$ cat src/rtl/pipe_hazard_ctrl_pkg.sv
// Shared types for the pipeline hazard sequencer: FSM states and the packed stage-control word.
package pipe_hazard_ctrl_pkg;

   localparam int REGIDX_DEF = 5;

   typedef enum logic [1:0] {
      RUN      = 2'd0,
      MEM_WAIT = 2'd1,
      FAULT    = 2'd2
   } state_t;

   // A flush bit only acts when the matching enable is also 1: the register loads a NOP/zero.
   typedef struct packed {
      logic pc_en;
      logic ifid_en;
      logic idex_en;
      logic exmem_en;
      logic memwb_en;
      logic ifid_flush;
      logic idex_flush;
      logic exmem_flush;
      logic memwb_flush;
   } ctrl_t;

   localparam ctrl_t CTRL_IDLE  = ctrl_t'(9'b00000_0000);
   localparam ctrl_t CTRL_NORM  = ctrl_t'(9'b11111_0000);
   localparam ctrl_t CTRL_REDIR = ctrl_t'(9'b11111_1100);
   localparam ctrl_t CTRL_LU    = ctrl_t'(9'b00111_0100);
   localparam ctrl_t CTRL_MS    = ctrl_t'(9'b00001_0001);

endpackage

$ cat src/rtl/pipe_hazard_ctrl_hazard_detect.sv
// Load-use hazard compare between the ID instruction's sources and the load in EX.
// Purely combinational; x0 is never a hazard since it is hardwired to zero.
module hazard_detect
   import pipe_hazard_ctrl_pkg::*;
#(
   parameter int REGIDX = REGIDX_DEF
) (
   input  logic [REGIDX-1:0] id_rs1,
   input  logic [REGIDX-1:0] id_rs2,
   input  logic              id_use_rs1,
   input  logic              id_use_rs2,
   input  logic [REGIDX-1:0] ex_rd,
   input  logic              ex_memread,
   output logic              lu
);

   logic rs1_hit;
   logic rs2_hit;

   assign rs1_hit = id_use_rs1 && (id_rs1 == ex_rd);
   assign rs2_hit = id_use_rs2 && (id_rs2 == ex_rd);
   assign lu      = ex_memread && (ex_rd != '0) && (rs1_hit || rs2_hit);

endmodule

$ cat src/rtl/pipe_hazard_ctrl.sv
// Stall/flush sequencer for the 5-stage pipeline: RUN / MEM_WAIT / FAULT FSM with memory-wait timeout.
// Optional perf counters (stall_cnt, flush_cnt) are built only when PIPE_PERF_CNT_EN is defined.
module pipe_hazard_ctrl
   import pipe_hazard_ctrl_pkg::*;
#(
   parameter int REGIDX   = REGIDX_DEF,
   parameter int MAX_WAIT = 15
) (
   input  logic              clk,
   input  logic              rst,
   input  logic [REGIDX-1:0] id_rs1,
   input  logic [REGIDX-1:0] id_rs2,
   input  logic              id_use_rs1,
   input  logic              id_use_rs2,
   input  logic [REGIDX-1:0] ex_rd,
   input  logic              ex_memread,
   input  logic              ex_redirect,
   input  logic              mem_access,
   input  logic              dmem_ready,
   output logic              pc_en,
   output logic              ifid_en,
   output logic              idex_en,
   output logic              exmem_en,
   output logic              memwb_en,
   output logic              ifid_flush,
   output logic              idex_flush,
   output logic              exmem_flush,
   output logic              memwb_flush,
   output logic              mem_timeout,
   output logic [31:0]       stall_cnt,
   output logic [31:0]       flush_cnt
);

   localparam int WCW = $clog2(MAX_WAIT + 1);

   state_t         state_q, state_d;
   logic [WCW-1:0] wait_cnt_q, wait_d;
   ctrl_t          ctrl, ctrl_o;
   logic           lu;
   logic           ms;

   hazard_detect #(.REGIDX(REGIDX)) u_hazard_detect (
      .id_rs1     (id_rs1),
      .id_rs2     (id_rs2),
      .id_use_rs1 (id_use_rs1),
      .id_use_rs2 (id_use_rs2),
      .ex_rd      (ex_rd),
      .ex_memread (ex_memread),
      .lu         (lu)
   );

   assign ms = mem_access && !dmem_ready;

   always_ff @(posedge clk or posedge rst) begin
      if (rst) begin
         state_q    <= RUN;
         wait_cnt_q <= '0;
      end else begin
         state_q    <= state_d;
         wait_cnt_q <= wait_d;
      end
   end

   // Hazard inputs are held by the frozen stage registers, so a redirect or
   // load-use masked by a memory stall is simply seen again on the release cycle.
   always_comb begin
      state_d = state_q;
      wait_d  = wait_cnt_q;
      ctrl    = CTRL_IDLE;
      case (state_q)
         RUN, MEM_WAIT: begin
            if (ms) begin
               ctrl = CTRL_MS;
               if (state_q == RUN) begin
                  state_d = MEM_WAIT;
                  wait_d  = WCW'(1);
               end else if (wait_cnt_q == WCW'(MAX_WAIT)) begin
                  state_d = FAULT;
               end else begin
                  wait_d = wait_cnt_q + WCW'(1);
               end
            end else begin
               state_d = RUN;
               wait_d  = '0;
               if (ex_redirect)
                  ctrl = CTRL_REDIR;
               else if (lu)
                  ctrl = CTRL_LU;
               else
                  ctrl = CTRL_NORM;
            end
         end
         default: state_d = FAULT;
      endcase
   end

   // Outputs drop to their idle values the instant rst rises, not at the next edge.
   assign ctrl_o      = rst ? CTRL_IDLE : ctrl;
   assign pc_en       = ctrl_o.pc_en;
   assign ifid_en     = ctrl_o.ifid_en;
   assign idex_en     = ctrl_o.idex_en;
   assign exmem_en    = ctrl_o.exmem_en;
   assign memwb_en    = ctrl_o.memwb_en;
   assign ifid_flush  = ctrl_o.ifid_flush;
   assign idex_flush  = ctrl_o.idex_flush;
   assign exmem_flush = ctrl_o.exmem_flush;
   assign memwb_flush = ctrl_o.memwb_flush;
   assign mem_timeout = !rst && (state_q == FAULT);

`ifdef PIPE_PERF_CNT_EN
   logic [31:0] stall_q;
   logic [31:0] flush_q;
   logic        stall_inc;
   logic        flush_inc;

   // Only a redirect drives ifid_flush, so it marks an applied redirect.
   assign stall_inc = !ctrl_o.pc_en && (state_q != FAULT) && !rst;
   assign flush_inc = ctrl_o.ifid_flush;

   always_ff @(posedge clk or posedge rst) begin
      if (rst) begin
         stall_q <= '0;
         flush_q <= '0;
      end else begin
         if (stall_inc && (stall_q != 32'hFFFF_FFFF))
            stall_q <= stall_q + 32'd1;
         if (flush_inc && (flush_q != 32'hFFFF_FFFF))
            flush_q <= flush_q + 32'd1;
      end
   end

   assign stall_cnt = stall_q;
   assign flush_cnt = flush_q;
`else
   assign stall_cnt = '0;
   assign flush_cnt = '0;
`endif

endmodule

$ cat config.mk
export PLATFORM = sky130hd
export DESIGN_NAME = pipe_hazard_ctrl
export DESIGN_NICKNAME = d
export VERILOG_FILES = /design/src/rtl/pipe_hazard_ctrl_pkg.sv /design/src/rtl/pipe_hazard_ctrl_hazard_detect.sv /design/src/rtl/pipe_hazard_ctrl.sv
export SDC_FILE = /design/constraint.sdc
export NUM_CORES = 1
export LEC_CHECK = 0
export ABC_AREA = 1
export BUFFER_PORTS_ARGS = -buffer_cell sky130_fd_sc_hd__buf_2
export CAP_MARGIN = 20
export CORE_ASPECT_RATIO = 0.75
export CORE_UTILIZATION = 40
export CTS_CLUSTER_SIZE = 10
export DETAILED_ROUTE_END_ITERATION = 8
export PLACE_DENSITY = 0.86
export SYNTH_ARGS = -nofsm -noshare
export SYNTH_HDL_FRONTEND = slang
export SYNTH_SLANG_ARGS = --single-unit
$ cat constraint.sdc
create_clock -name clk -period 3.6 [get_ports clk]
set_clock_uncertainty 0.05 [all_clocks]
set_input_delay 0.54 -clock clk [delete_from_list [all_inputs] [get_ports clk]]
set_output_delay 0.54 -clock clk [all_outputs]
set_load 0.01 [all_outputs]
==> metrics.yaml <==
outcome:
  status: "completed"
synthesis:
  synth_cells: 171
  yosysMostFrequentCell: "buf_4"
  async_reset_ff_share_pct: 100.0
  syn_area_sq_um: 1066
  synth_top_area_share_pct: 47.18
  muxShareOfSynthArea_pct: 0
  synth_edf_count: 0
  synth_area_leaders: "buf_4 47%, nand2_1 14%, dfrtp_1 14%"
  synthSimpleGateAreaFrac_pct: 25.94
  ys_types: 17
  synth.largest_area_cell: "buf_4"
  synth-compound-area-share_pct: 2.700
  ys_ff_latch: 6
  syn_avg_cell_area_sq_um: 6.234
  yosys_warnings: 0
  synth_xor_area_share_pct: 0.8216
  synth_top_family_by_area: "buffers and inverters"
  synth_fa_ha_area_share_pct: 1.174
  synth_ff_type: "dfrtp_1"
  ys_top_cells_by_count: "67 x buf_4, 41 x nand2_1, 21 x inv_1, 14 x nor2_1"
  yosysSeqAreaShare_pct: 14.08
setup_path:
  rrSetupSlack_ns: 2.30
  cp-end-kind: "output port"
  startpoint_type: "input port"
  arrival_ns: 1.41
  path_class: "input port to output port"
  worstPathRequired_ns: 3.01
  critPathMaxFanout: 4
min_path:
  hold_class: "input port to asynchronous set/reset pin"
global_route:
  grt_pass1_wl_mm: 2.566
  grt_max_degree: 7
  grt_antenna_before_repair: 0
  grt_pass1_vias: 635
  grt.overflow.total: 0
  grtUsageTotal_pct: 12.42
layout:
  antenna_cells: 0
  drive_gt1_share_pct: 19.31
  syn2layout_area_growth_pct: -3.991
  final_nets: 228
  area.sequential_sq_um: 150.1
  multiInputGateArea_sq_um: 570.5
  fillCellCount: 282
timing:
  final-hold-violation-count: 0
  fmax_ghz: 0.5007
  min_period_ns: 1.997
  setup_ws_ns: 1.603
  rsz0062_at_grt: "no"
  drv_slew: 0
  setup_tns_ns: 0
  finalSetupViolCount: 0
  fin_crit_sh_pct: 55.48
cts:
  tritoncts: "done"
  numCtsBuffers: 3
  cts-root-buf: "clkbuf_4"
  clk_path_buf_depth: 2
  cts_num_sinks: 6
  worstSkewPairLatency_ns: 0.25
  cts-htree-levels: 1
  clk_pin_slew_worst_paths_ns: 0.05
  cts_repair_resize_count: 0
  post-cts-setup-buffers: 0
  cts_hold_buf: 0
pwr:
  p_per_area_nw_per_um2: 209.0
  switchingPower_uw: 85.34
  leakagePower_nw: 0.7354
  power.internal_uw: 128.6
  vdd_ir_drop_max_uv: 109.1
  clkPwrFrac_pct: 28.8
  p_seq_share_pct: 32.8
  swShare_pct: 39.88
  pwr-share-comb_pct: 38.4
placed_design:
  dp_hpwl_mm: 1.523
  gp_congestion: 0.8467
  pre_cts_ws_ns: 1.606
  io_buffers: 31
floorplanning:
  die_area_sq_um: 2878
  row_count: 15
  die_h_um: 46.71
  start_util_pct: 44.37
  io_pins: 97
  core_area_sq_um: 2402
  fp.dieW_um: 61.61
detailed_routing:
  drcViolationCount: 0
  ant_nets: 0
  drt_wl_total_mm: 1.722
  wl_per_cell_um: 7.297
  vias: 849
  first_pass_iters: 4
  first_iter_violations: 48
  vias_per_cell: 3.597
job:
  drv_cap: 0
-- path summary, 6_finish.rpt --
| check | start | to | depth (start not counted) |
|---|---|---|---|
| worst min-delay path | rst | wait_cnt_q[2] | 2 |
| min in group clk | wait_cnt_q[1] | wait_cnt_q[1] | 2 |
| worst min register to register | wait_cnt_q[1] | wait_cnt_q[1] | 2 |
| worst max register to register | wait_cnt_q[0] | wait_cnt_q[3] | 6 |
| worst max-delay path | ex_rd[0] | pc_en | 10 |
| max in group asynchronous | rst | wait_cnt_q[1] | 2 |
-- sequential cells by signal, indices dropped and copies added (netlist names) --
name,count
state_q,2
wait_cnt_q,4
-- critical path, stage by stage --
cell and delay (ns):
buf_2 0.10, inv_1 0.10, nor2_1 0.06, nor2_1 0.13, nand3_1 0.08, nand2_1 0.10
nand2_1 0.05, nand2_1 0.05, nand2_1 0.05, buf_2 0.14
-- placed cells by master, fill, tap and decap left out --
| master | count |
|---|---|
| o21ai_2 | 1 |
| conb_1 | 65 |
| xnor2_1 | 1 |
| a21oi_1 | 3 |
| o21ai_0 | 1 |
| nor2_2 | 2 |
| inv_2 | 1 |
| nor2_1 | 14 |
| buf_2 | 31 |
| inv_1 | 21 |
| nand2_2 | 1 |
| nand4_1 | 1 |
| dfrtp_1 | 6 |
| nor3_1 | 3 |
| nand3_1 | 6 |
| ha_1 | 1 |
| clkbuf_4 | 3 |
| nand2_1 | 41 |
-- power groups by stage --
stage | clock (mW) | combinational [mW] | sequential (mW)
global route | 0.0697 | 0.0962 | 0.0701
finish | 0.0616 | 0.0822 | 0.0702
global placement | 0 | 0.0800 | 0.0710
floorplan | 0 | 0.111 | 0.0709
CTS | 0.0653 | 0.0812 | 0.0701
detailed placement | 0 | 0.0811 | 0.0711
-- area by class of cell --
type | count | area share, %
Tap cell | 34 | 4.156
Clock buffer | 3 | 2.200
Multi-Input combinational cell | 140 | 55.75
Timing Repair Buffer | 31 | 15.16
Inverter | 22 | 8.068
Sequential cell | 6 | 14.67
-- kinds of logic after synthesis --
family,Yosys count
compound gates,5
simple gates,68
other cells,1
fa+ha+maj,1
buf+inv,89
xor+xnor,1
flops,6
-- layer usage --
| metal | vias to the layer above | GRT usage, % | routed length, um |
|---|---|---|---|
| met4 | 0 | 3.556 | 0 |
| met1 | 356 | 14.57 | 732 |
| li1 | 439 | - | - |
| met3 | 0 | 4.775 | 170 |
| met5 | - | 0 | 0 |
| met2 | 54 | 21.29 | 819 |
-- per-stage QoR --
stage / power (mW) / hold WS [ns] / area [sq um] / cells / utilization (%)
2_1_floorplan: 0.1822 / 0.2810 / 1306 / 235 / -
3_3_place_gp: 0.1511 / 0.4377 / 1001 / 233 / 41.67
3_5_place_dp: 0.1522 / 0.4506 / 1001 / 233 / 41.67
4_1_cts: 0.2166 / 0.1834 / 1023 / 236 / 42.60
5_1_grt: 0.2361 / 0.1983 / 1023 / 236 / 42.60
6_report: 0.2140 / 0.1808 / 1023 / 236 / 42.60
(Power assumes the default switching activity.)
